### src/rtl/ms_countdown_timer_if.sv
// Control and status bundle between the game controller and the round timer.
// The master drives load/start/pause and the ms tick; the slave is the timer.
interface ms_countdown_timer_if;
   logic       ms_Tick;
   logic       load;
   logic [3:0] load_Tens;
   logic [3:0] load_Ones;
   logic       start;
   logic       pause;
   logic       timer_Enable;
   logic [3:0] tens;
   logic [3:0] ones;
   logic       running;
   logic       expired;
   logic       done;

   modport master (
      output ms_Tick, load, load_Tens, load_Ones, start, pause,
      input  timer_Enable, tens, ones, running, expired, done
   );

   modport slave (
      input  ms_Tick, load, load_Tens, load_Ones, start, pause,
      output timer_Enable, tens, ones, running, expired, done
   );
endinterface

### src/rtl/ms_countdown_timer.sv
// Two-digit BCD round timer (00-99 s) that accumulates 1 ms ticks into seconds.
// Offers load/start/pause control and a one-cycle expiry pulse for the game controller.
module ms_countdown_timer #(
   parameter int MS_PER_SEC = 1000,
   parameter int MS_WIDTH   = 10
) (
   input  logic                  clock,
   input  logic                  reset,
   ms_countdown_timer_if.slave   bus
);

   typedef enum logic [1:0] {
      IDLE    = 2'd0,
      RUN     = 2'd1,
      PAUSE   = 2'd2,
      EXPIRED = 2'd3
   } state_t;

   localparam logic [MS_WIDTH-1:0] MS_LAST = MS_WIDTH'(MS_PER_SEC - 1);

   state_t              state_reg, state_next;
   logic [MS_WIDTH-1:0] ms_count_reg, ms_count_next;
   logic [3:0]          tens_reg, tens_next;
   logic [3:0]          ones_reg, ones_next;
   logic                expired_reg, expired_next;

   logic [3:0] load_digit  [2];
   logic [3:0] clamp_digit [2];
   logic       pause_hit;
   logic       start_hit;
   logic       tick_hit;

   // Index 0 is the ones digit, index 1 the tens digit; non-BCD input saturates at 9.
   assign load_digit[0] = bus.load_Ones;
   assign load_digit[1] = bus.load_Tens;

   genvar gi;
   generate
      for (gi = 0; gi < 2; gi++) begin : g_clamp
         assign clamp_digit[gi] = (load_digit[gi] > 4'd9) ? 4'd9 : load_digit[gi];
      end
   endgenerate

   assign pause_hit = bus.pause && (state_reg == RUN);
   assign start_hit = bus.start && ((state_reg == IDLE) || (state_reg == PAUSE));
   assign tick_hit  = bus.ms_Tick && (state_reg == RUN);

   always_ff @(posedge clock or posedge reset) begin
      if (reset) begin
         state_reg    <= IDLE;
         ms_count_reg <= '0;
         tens_reg     <= 4'd0;
         ones_reg     <= 4'd0;
         expired_reg  <= 1'b0;
      end else begin
         state_reg    <= state_next;
         ms_count_reg <= ms_count_next;
         tens_reg     <= tens_next;
         ones_reg     <= ones_next;
         expired_reg  <= expired_next;
      end
   end

   always_comb begin
      state_next    = state_reg;
      ms_count_next = ms_count_reg;
      tens_next     = tens_reg;
      ones_next     = ones_reg;

      if (bus.load) begin
         tens_next     = clamp_digit[1];
         ones_next     = clamp_digit[0];
         ms_count_next = '0;
         state_next    = IDLE;
      end else if (pause_hit) begin
         state_next = PAUSE;
      end else if (start_hit) begin
         state_next = ((tens_reg == 4'd0) && (ones_reg == 4'd0)) ? EXPIRED : RUN;
      end else if (tick_hit) begin
         if (ms_count_reg == MS_LAST) begin
            ms_count_next = '0;
            if (ones_reg != 4'd0) begin
               ones_next = ones_reg - 4'd1;
            end else if (tens_reg != 4'd0) begin
               ones_next = 4'd9;
               tens_next = tens_reg - 4'd1;
            end
            // Reaching 00 ends the round on this same edge.
            if ((tens_reg == 4'd0) && (ones_reg <= 4'd1)) begin
               state_next = EXPIRED;
            end
         end else begin
            ms_count_next = ms_count_reg + 1'b1;
         end
      end

      expired_next = (state_next == EXPIRED) && (state_reg != EXPIRED);
   end

   assign bus.timer_Enable = (state_reg == RUN);
   assign bus.running      = (state_reg == RUN);
   assign bus.done         = (state_reg == EXPIRED);
   assign bus.expired      = expired_reg;
   assign bus.tens         = tens_reg;
   assign bus.ones         = ones_reg;

endmodule

### src/flat_wrapper.sv
// flat-port wrapper written by rule: the top's interface ports become plain ports
module ms_countdown_timer_flat 
#(
   parameter int MS_PER_SEC = 1000,
   parameter int MS_WIDTH   = 10
)
  (clock, reset, bus_ms_Tick, bus_load, bus_load_Tens, bus_load_Ones, bus_start, bus_pause, bus_timer_Enable, bus_tens, bus_ones, bus_running, bus_expired, bus_done);
  ms_countdown_timer_if bus_i ();
  input  logic clock;
  input  logic reset;
  input wire logic [$bits(bus_i.ms_Tick)-1:0] bus_ms_Tick;
  input wire logic [$bits(bus_i.load)-1:0] bus_load;
  input wire logic [$bits(bus_i.load_Tens)-1:0] bus_load_Tens;
  input wire logic [$bits(bus_i.load_Ones)-1:0] bus_load_Ones;
  input wire logic [$bits(bus_i.start)-1:0] bus_start;
  input wire logic [$bits(bus_i.pause)-1:0] bus_pause;
  output wire logic [$bits(bus_i.timer_Enable)-1:0] bus_timer_Enable;
  output wire logic [$bits(bus_i.tens)-1:0] bus_tens;
  output wire logic [$bits(bus_i.ones)-1:0] bus_ones;
  output wire logic [$bits(bus_i.running)-1:0] bus_running;
  output wire logic [$bits(bus_i.expired)-1:0] bus_expired;
  output wire logic [$bits(bus_i.done)-1:0] bus_done;
  assign bus_i.ms_Tick = bus_ms_Tick;
  assign bus_i.load = bus_load;
  assign bus_i.load_Tens = bus_load_Tens;
  assign bus_i.load_Ones = bus_load_Ones;
  assign bus_i.start = bus_start;
  assign bus_i.pause = bus_pause;
  assign bus_timer_Enable = bus_i.timer_Enable;
  assign bus_tens = bus_i.tens;
  assign bus_ones = bus_i.ones;
  assign bus_running = bus_i.running;
  assign bus_expired = bus_i.expired;
  assign bus_done = bus_i.done;
  ms_countdown_timer #(.MS_PER_SEC(MS_PER_SEC), .MS_WIDTH(MS_WIDTH)) u_core (.clock(clock), .reset(reset), .bus(bus_i));
endmodule
### config.mk
export PLATFORM = sky130hd
export DESIGN_NAME = ms_countdown_timer_flat
export DESIGN_NICKNAME = d
export VERILOG_FILES = /design/src/rtl/ms_countdown_timer_if.sv /design/src/rtl/ms_countdown_timer.sv /design/src/flat_wrapper.sv
export SDC_FILE = /design/constraint.sdc
export NUM_CORES = 1
export LEC_CHECK = 0
export CORE_ASPECT_RATIO = 0.7
export CORE_MARGIN = 2
export CORE_UTILIZATION = 48
export CTS_BUF_LIST = sky130_fd_sc_hd__clkbuf_8
export DETAILED_ROUTE_END_ITERATION = 10
export PLACE_DENSITY = 0.78
export SYNTH_ARGS = -nofsm -noshare
export SYNTH_HDL_FRONTEND = slang
export SYNTH_SLANG_ARGS = --single-unit
### constraint.sdc
create_clock -name clock -period 1.7 [get_ports clock]
set_clock_uncertainty 0.05 [all_clocks]
set_input_delay 0.34 -clock clock [delete_from_list [all_inputs] [get_ports clock]]
set_output_delay 0.34 -clock clock [all_outputs]
set_load 0.01 [all_outputs]
==> results of run 1 <==
[area by class of cell]
type | instances | area [um2] | share of cell area
well taps | 34 | 42.5 | 0.0215
clock inverters | 1 | 3.75 | 0.00189
inverters | 8 | 30.0 | 0.0152
repair buffers | 64 | 563 | 0.284
clock buffers | 3 | 41.3 | 0.0208
multi-input cells | 101 | 773 | 0.390
flip-flops and latches | 21 | 528 | 0.266
[logic make-up after synthesis]
group	after synthesis	share of synthesized area
XOR/XNOR	6	0.0407
flip-flops	21	0.407
multiplexers	2	0.0165
AND/OR/NAND/NOR	58	0.297
buffers and inverters	14	0.0484
AO/OA/AOI/OAI	33	0.171
adder cells (fa/ha/maj)	2	0.0194
[metal layers]
metal	vias to the layer above	share of wire	track usage
li1	636	-	-
met1	665	0.45	0.332
met2	54	0.48	0.453
met3	6	0.049	0.0424
met4	0	0.013	0.0653
met5	-	0	0
[path summary, 6_finish.rpt]
check	start	endpoint	slack [ps]	depth (start not counted)
max	u_core.bus.tens[1]$_DFFE_PP0P_	u_core.bus.ones[0]$_DFFE_PP0P_	-230	7
min	reset	u_core.bus.expired$_DFF_PP0_	360	3
max reg2reg	u_core.bus.tens[1]$_DFFE_PP0P_	u_core.bus.ones[0]$_DFFE_PP0P_	-230	7
min reg2reg	u_core.ms_count_reg[9]$_DFFE_PP0P_	u_core.ms_count_reg[9]$_DFFE_PP0P_	490	1
max in group asynchronous	reset	u_core.bus.ones[3]$_DFFE_PP0P_	980	3
min in group clock	u_core.ms_count_reg[9]$_DFFE_PP0P_	u_core.ms_count_reg[9]$_DFFE_PP0P_	490	1
[cell usage in the layout (no fill, tap or decap), types with 3 or more instances in the layout]
cell type | synthesis | layout
buf_6 | 0 | 3
nor2_1 | 9 | 9
xor2_1 | 6 | 6
nand2_1 | 7 | 7
a31oi_1 | 7 | 7
and2_1 | 3 | 3
a21oi_1 | 6 | 6
clkdlybuf4s50_1 | 0 | 14
o31ai_1 | 3 | 3
and4_1 | 4 | 4
dlygate4sd2_1 | 0 | 5
nor3b_1 | 3 | 3
clkbuf_8 | 0 | 3
inv_1 | 7 | 6
o21ai_0 | 5 | 5
o2111ai_1 | 3 | 3
dlymetal6s2s_1 | 0 | 6
nor3_1 | 8 | 6
buf_4 | 1 | 36
dfrtp_1 | 21 | 19
and4bb_2 | 3 | 3
[stage by stage]
stage                     utilization  setup slack (ps)  area, um2  setup TNS (ps)
after floorplan                     -              -111       1330            -235
after global placement          0.723              -287       1820           -3680
after detailed placement        0.723              -362       1820           -4380
after CTS                       0.760              -224       1910            -645
after global routing            0.788              -294       1980           -1140
final                           0.788              -232       1980            -684
[worst max-delay path, cell delays in order, from the launching register on]
cell and delay, ps:
dfrtp_1 410, inv_2 70, ha_4 130, or3b_4 400, nor4_4 300, buf_4 180
nor3_2 40, a211o_1 250
[power by group]
group,total (uW),switching (uW),internal (uW)
Combinational,303,138,166
Sequential,546,23.2,523
Clock,328,166,161
[what timing repair did]
action / CTS / global route
pin swaps: 5 / 5
endpoints found under the setup margin: 13 / 21
gates resized for setup: 14 / 12
endpoints found under the hold margin: 0 / 0
hold buffers: 0 / 0
gates cloned: 0 / 0
setup buffers: 3 / 4
==> flow_metrics.tcl, run 1 <==
set metrics [dict create \
    instances_no_fill 232 \
    synth_ff_type "dfrtp_1" \
    synth_top_area_frac 0.407 \
    worstMarginPinSlew_ps 297 \
    drt-pass1-iter-count 5 \
    synth.area.top_cells "dfrtp_1 (41%), xor2_1 (4.1%), a31oi_1 (3.4%), nor3_1 (3.1%), and4bb_2 (2.9%)" \
    cap_violations 0 \
    rows 15 \
    ys_seq_elements 21 \
    async_reset_ff_frac 1.00 \
    syn_area_per_cell_um2 9.50 \
    worstSetupPathType "flop to flop" \
    hold_viol_final 0 \
    layout-drive-gt1-share 0.323 \
    synth_common_cells "dfrtp_1 (21), nor2_1 (9), nor3_1 (8)" \
    fin_nets 215 \
    slew_headroom 0.801 \
    slew_viol_final 0 \
    overflow 0 \
    arrival_ps 2030 \
    total_power_uw 1180 \
    drc_errors 0 \
    wl_um 3960 \
    vias 1361 \
    antenna_found_initial 0 \
    first_global_vias 1274 \
    rsz0062_at_grt "true" \
    synthCells 136 \
    synth_cell_types 46 \
    period_minus_slack_ps 1930 \
    gp_congestion 0.826 \
    syn_area_um2 1290 \
    antennaDiodeCount 0 \
    grt_max_degree 22 \
    worstHoldPathType "primary input to async pin" \
    pin_count 26 \
    synth-warning-count 0 \
    grt_use_total 0.253 \
    crit_path_end_kind "flop" \
    largest_reg_flops 10 \
    finalSetupViolCount 6 \
    clockBufferDepth 2 \
    synth_area_leader_cell "dfrtp_1" \
    status "finished with violations" \
    dp_cells 221 \
    syn_nets 152 \
    dr.first_iter.drc_count 70 \
    clockRootBuffer "clkbuf_8" \
    hpwlAfterDp_um 2770 \
    path_clk_slew_ps 80 \
    fmax_mhz 518 \
    grt_pass1_wl_um 5910 \
    critPathLaunchType "flop" \
    crit_path_max_fanout 2 \
    ant_nets 0 \
    synth.most_common_cell "dfrtp_1" \
    setup_ws_ps -232 \
    worstSkewPairLatency_ps 260 \
    violations "negative setup slack" \
    peakVddDrop_mv 0.531 \
    htree_levels 1 \
    portBuffers 25 \
    cts_tree "built" \
    crit_required_ps 1800 \
    die_w_um 66.0 \
    nFillCells 167 \
    leakagePower_uw 0.000948 \
    clkSinkCount 21 \
    whs_ps 362 \
    finalCritPeriodShare 1.14 \
    ys_seq_area_frac 0.407 \
    start_util 0.514 \
    numCtsBuffers 3 \
    core-area_um2 2510 \
    syn2layout_area_growth_pct 53.3 \
    die_area_um2 3130 \
    power_density_nw_per_um2 594 \
    synth-edff-count 0 \
    fp.dieH_um 47.4 \
    routed_via_density 5.87 \
    wl_per_cell_um 17.1 \
]
Power figures use the tool's default switching activity.
==> run 2: changes to the inputs <==
--- a/config.mk
+++ b/config.mk
@@ -5,12 +5,15 @@
 export SDC_FILE = /design/constraint.sdc
 export NUM_CORES = 1
 export LEC_CHECK = 0
+export CELL_PAD_IN_SITES_DETAIL_PLACEMENT = 1
+export CELL_PAD_IN_SITES_GLOBAL_PLACEMENT = 1
 export CORE_ASPECT_RATIO = 0.7
 export CORE_MARGIN = 2
-export CORE_UTILIZATION = 48
+export CORE_UTILIZATION = 36
 export CTS_BUF_LIST = sky130_fd_sc_hd__clkbuf_8
 export DETAILED_ROUTE_END_ITERATION = 10
-export PLACE_DENSITY = 0.78
+export GPL_ROUTABILITY_DRIVEN = 0
+export PLACE_DENSITY_LB_ADDON = 0.1
 export SYNTH_ARGS = -nofsm -noshare
 export SYNTH_HDL_FRONTEND = slang
 export SYNTH_SLANG_ARGS = --single-unit
==> run 2 against run 1 <==
- the flow still finishes with violations (negative setup slack)
- via count increased by 1.7%
- first-iteration DRC count is 17% lower
- core utilization decreased by 19 points
- largest power group unchanged
- highest routed layer unchanged
==> flow_metrics.tcl, run 2 (synthesis results as in run 1) <==
set metrics [dict create \
    status "finished with violations" \
    violations "negative setup slack" \
    grt_max_degree 22 \
    rsz0062_at_grt "true" \
    antenna_found_initial 0 \
    start_util 0.370 \
    crit_family "simple AND/OR/NAND/NOR gates" \
    routed_via_density 5.51 \
    worstHoldPathType "primary input to async pin" \
    combPwrFrac 0.274 \
    period_minus_slack_ps 1890 \
    final_common_cell "buf_4" \
    swShare 0.290 \
    drt-pass1-iter-count 4 \
    cts_tree "built" \
    crit_required_ps 1810 \
    hpwlAfterDp_um 3080 \
    arrival_ps 2000 \
    pin_count 26 \
    overflow 0 \
    htree_levels 1 \
    hold_viol_final 0 \
    clockRootBuffer "clkbuf_8" \
    slew_headroom 0.762 \
    clockBufferDepth 2 \
    dpl-instance-area_um2 1820 \
    first_global_vias 1357 \
    layout-drive-gt1-share 0.358 \
    slowest_delay_ps 400 \
    largest_reg_flops 10 \
    grt_pass1_wl_um 6820 \
    antennaDiodeCount 0 \
    wl_per_cell_um 18.1 \
    postCtsHoldBufs 0 \
    ant_nets 0 \
    worstSetupPathType "flop to flop" \
    post-place-ws_ps -358 \
    syn2layout_area_growth_pct 60.5 \
    rows 18 \
    r2r_slack_ps -190 \
    cp_num_buf_inv 2 \
    power_density_nw_per_um2 584 \
    leakagePower_uw 0.000953 \
    worstSkewPairLatency_ps 270 \
    fin_nets 218 \
    die_w_um 75.6 \
    peakVddDrop_mv 0.453 \
    setup_ws_ps -192 \
    p_switching_uw 351 \
    finalSetupViolCount 5 \
    mostFrequentLayoutCells "buf_4 (37), dfrtp_1 (20), clkdlybuf4s50_1 (14)" \
    fmax_mhz 529 \
    clkSinkCount 21 \
    design_area_um2 2070 \
    die_area_um2 4090 \
    crit_slowest_cell "dfrtp_1" \
    slew_viol_final 0 \
    p_int_uw 860 \
    wl_um 4540 \
    crit_path_max_fanout 2 \
    path_cells "inv_2 > ha_4 > or3b_4 > nor4_4 > buf_4 > nor3_2 > a211o_1" \
    power.share.clock 0.280 \
    core-area_um2 3490 \
    crit_path_end_kind "flop" \
    numCtsBuffers 3 \
    finalCritPeriodShare 1.11 \
    dr.first_iter.drc_count 58 \
    vias 1384 \
    portBuffers 25 \
    cap_violations 0 \
    drc_errors 0 \
    path_clk_slew_ps 80 \
    critPathLaunchType "flop" \
    pwr-share-seq 0.445 \
    fp.dieH_um 54.1 \
    worstMarginPinSlew_ps 356 \
    grt_use_total 0.229 \
]
==> run 2: worst min-delay path, cell delays in order <==
cell             delay (ps)
clkdlybuf4s50_1         390
inv_1                    50
buf_4                   290
==> run 2: cell type report <==
class                      instances  area [um2]
timing repair buffer              67         591
clock buffer                       3        41.3
multi-input combinational        101         818
tap                               50        62.6
fill                             403        1420
sequential                        21         527
clock inverter                     1        5.00
inverter                           8        30.0
==> run 2: path summary, 6_finish.rpt <==
kind	depth (start not counted)	from	to
min	3	reset	u_core.bus.expired$_DFF_PP0_
max reg2reg	7	u_core.bus.tens[1]$_DFFE_PP0P_	u_core.bus.ones[0]$_DFFE_PP0P_
max in group asynchronous	3	reset	u_core.bus.ones[2]$_DFFE_PP0P_
min reg2reg	1	u_core.ms_count_reg[8]$_DFFE_PP0P_	u_core.ms_count_reg[8]$_DFFE_PP0P_
max	7	u_core.bus.tens[1]$_DFFE_PP0P_	u_core.bus.ones[0]$_DFFE_PP0P_
min in group clock	3	bus_pause	u_core.state_reg[0]$_DFF_PP0_
==> run 2: metrics by stage <==
step                       util  cells  hold slack, ps  power [uW]  setup TNS, ps
after global routing      0.594    251             384        1270          -1150
final                     0.594    251             361        1210           -475
after global placement    0.522    233             454         821          -4090
after floorplan               -    136             267         665           -235
after detailed placement  0.522    233             475         831          -4660
after CTS                 0.557    241             365        1190           -561
==> run 2: power groups by stage <==
stage / Clock [uW] / Combinational, uW / Sequential, uW
after CTS: 347 / 297 / 543
after global placement: 0 / 270 / 550
final: 340 / 332 / 540
after detailed placement: 0 / 279 / 552
after floorplan: 0 / 98.6 / 566
after global routing: 373 / 356 / 543
==> run 2: timing repair <==
| item | CTS | global route |
|---|---|---|
| resized for setup | 21 | 12 |
| setup buffers | 4 | 10 |
| setup endpoints to repair | 14 | 21 |
| pin swaps | 12 | 7 |
==> run 2: metal layers <==
| layer | part of all wire | wire, um | global-route usage |
|---|---|---|---|
| met1 | 0.49 | 2220 | 0.331 |
| met2 | 0.47 | 2120 | 0.341 |
| met3 | 0.039 | 175 | 0.0562 |
| met4 | 0.0051 | 23 | 0.0585 |
| met5 | 0 | 0 | 0 |
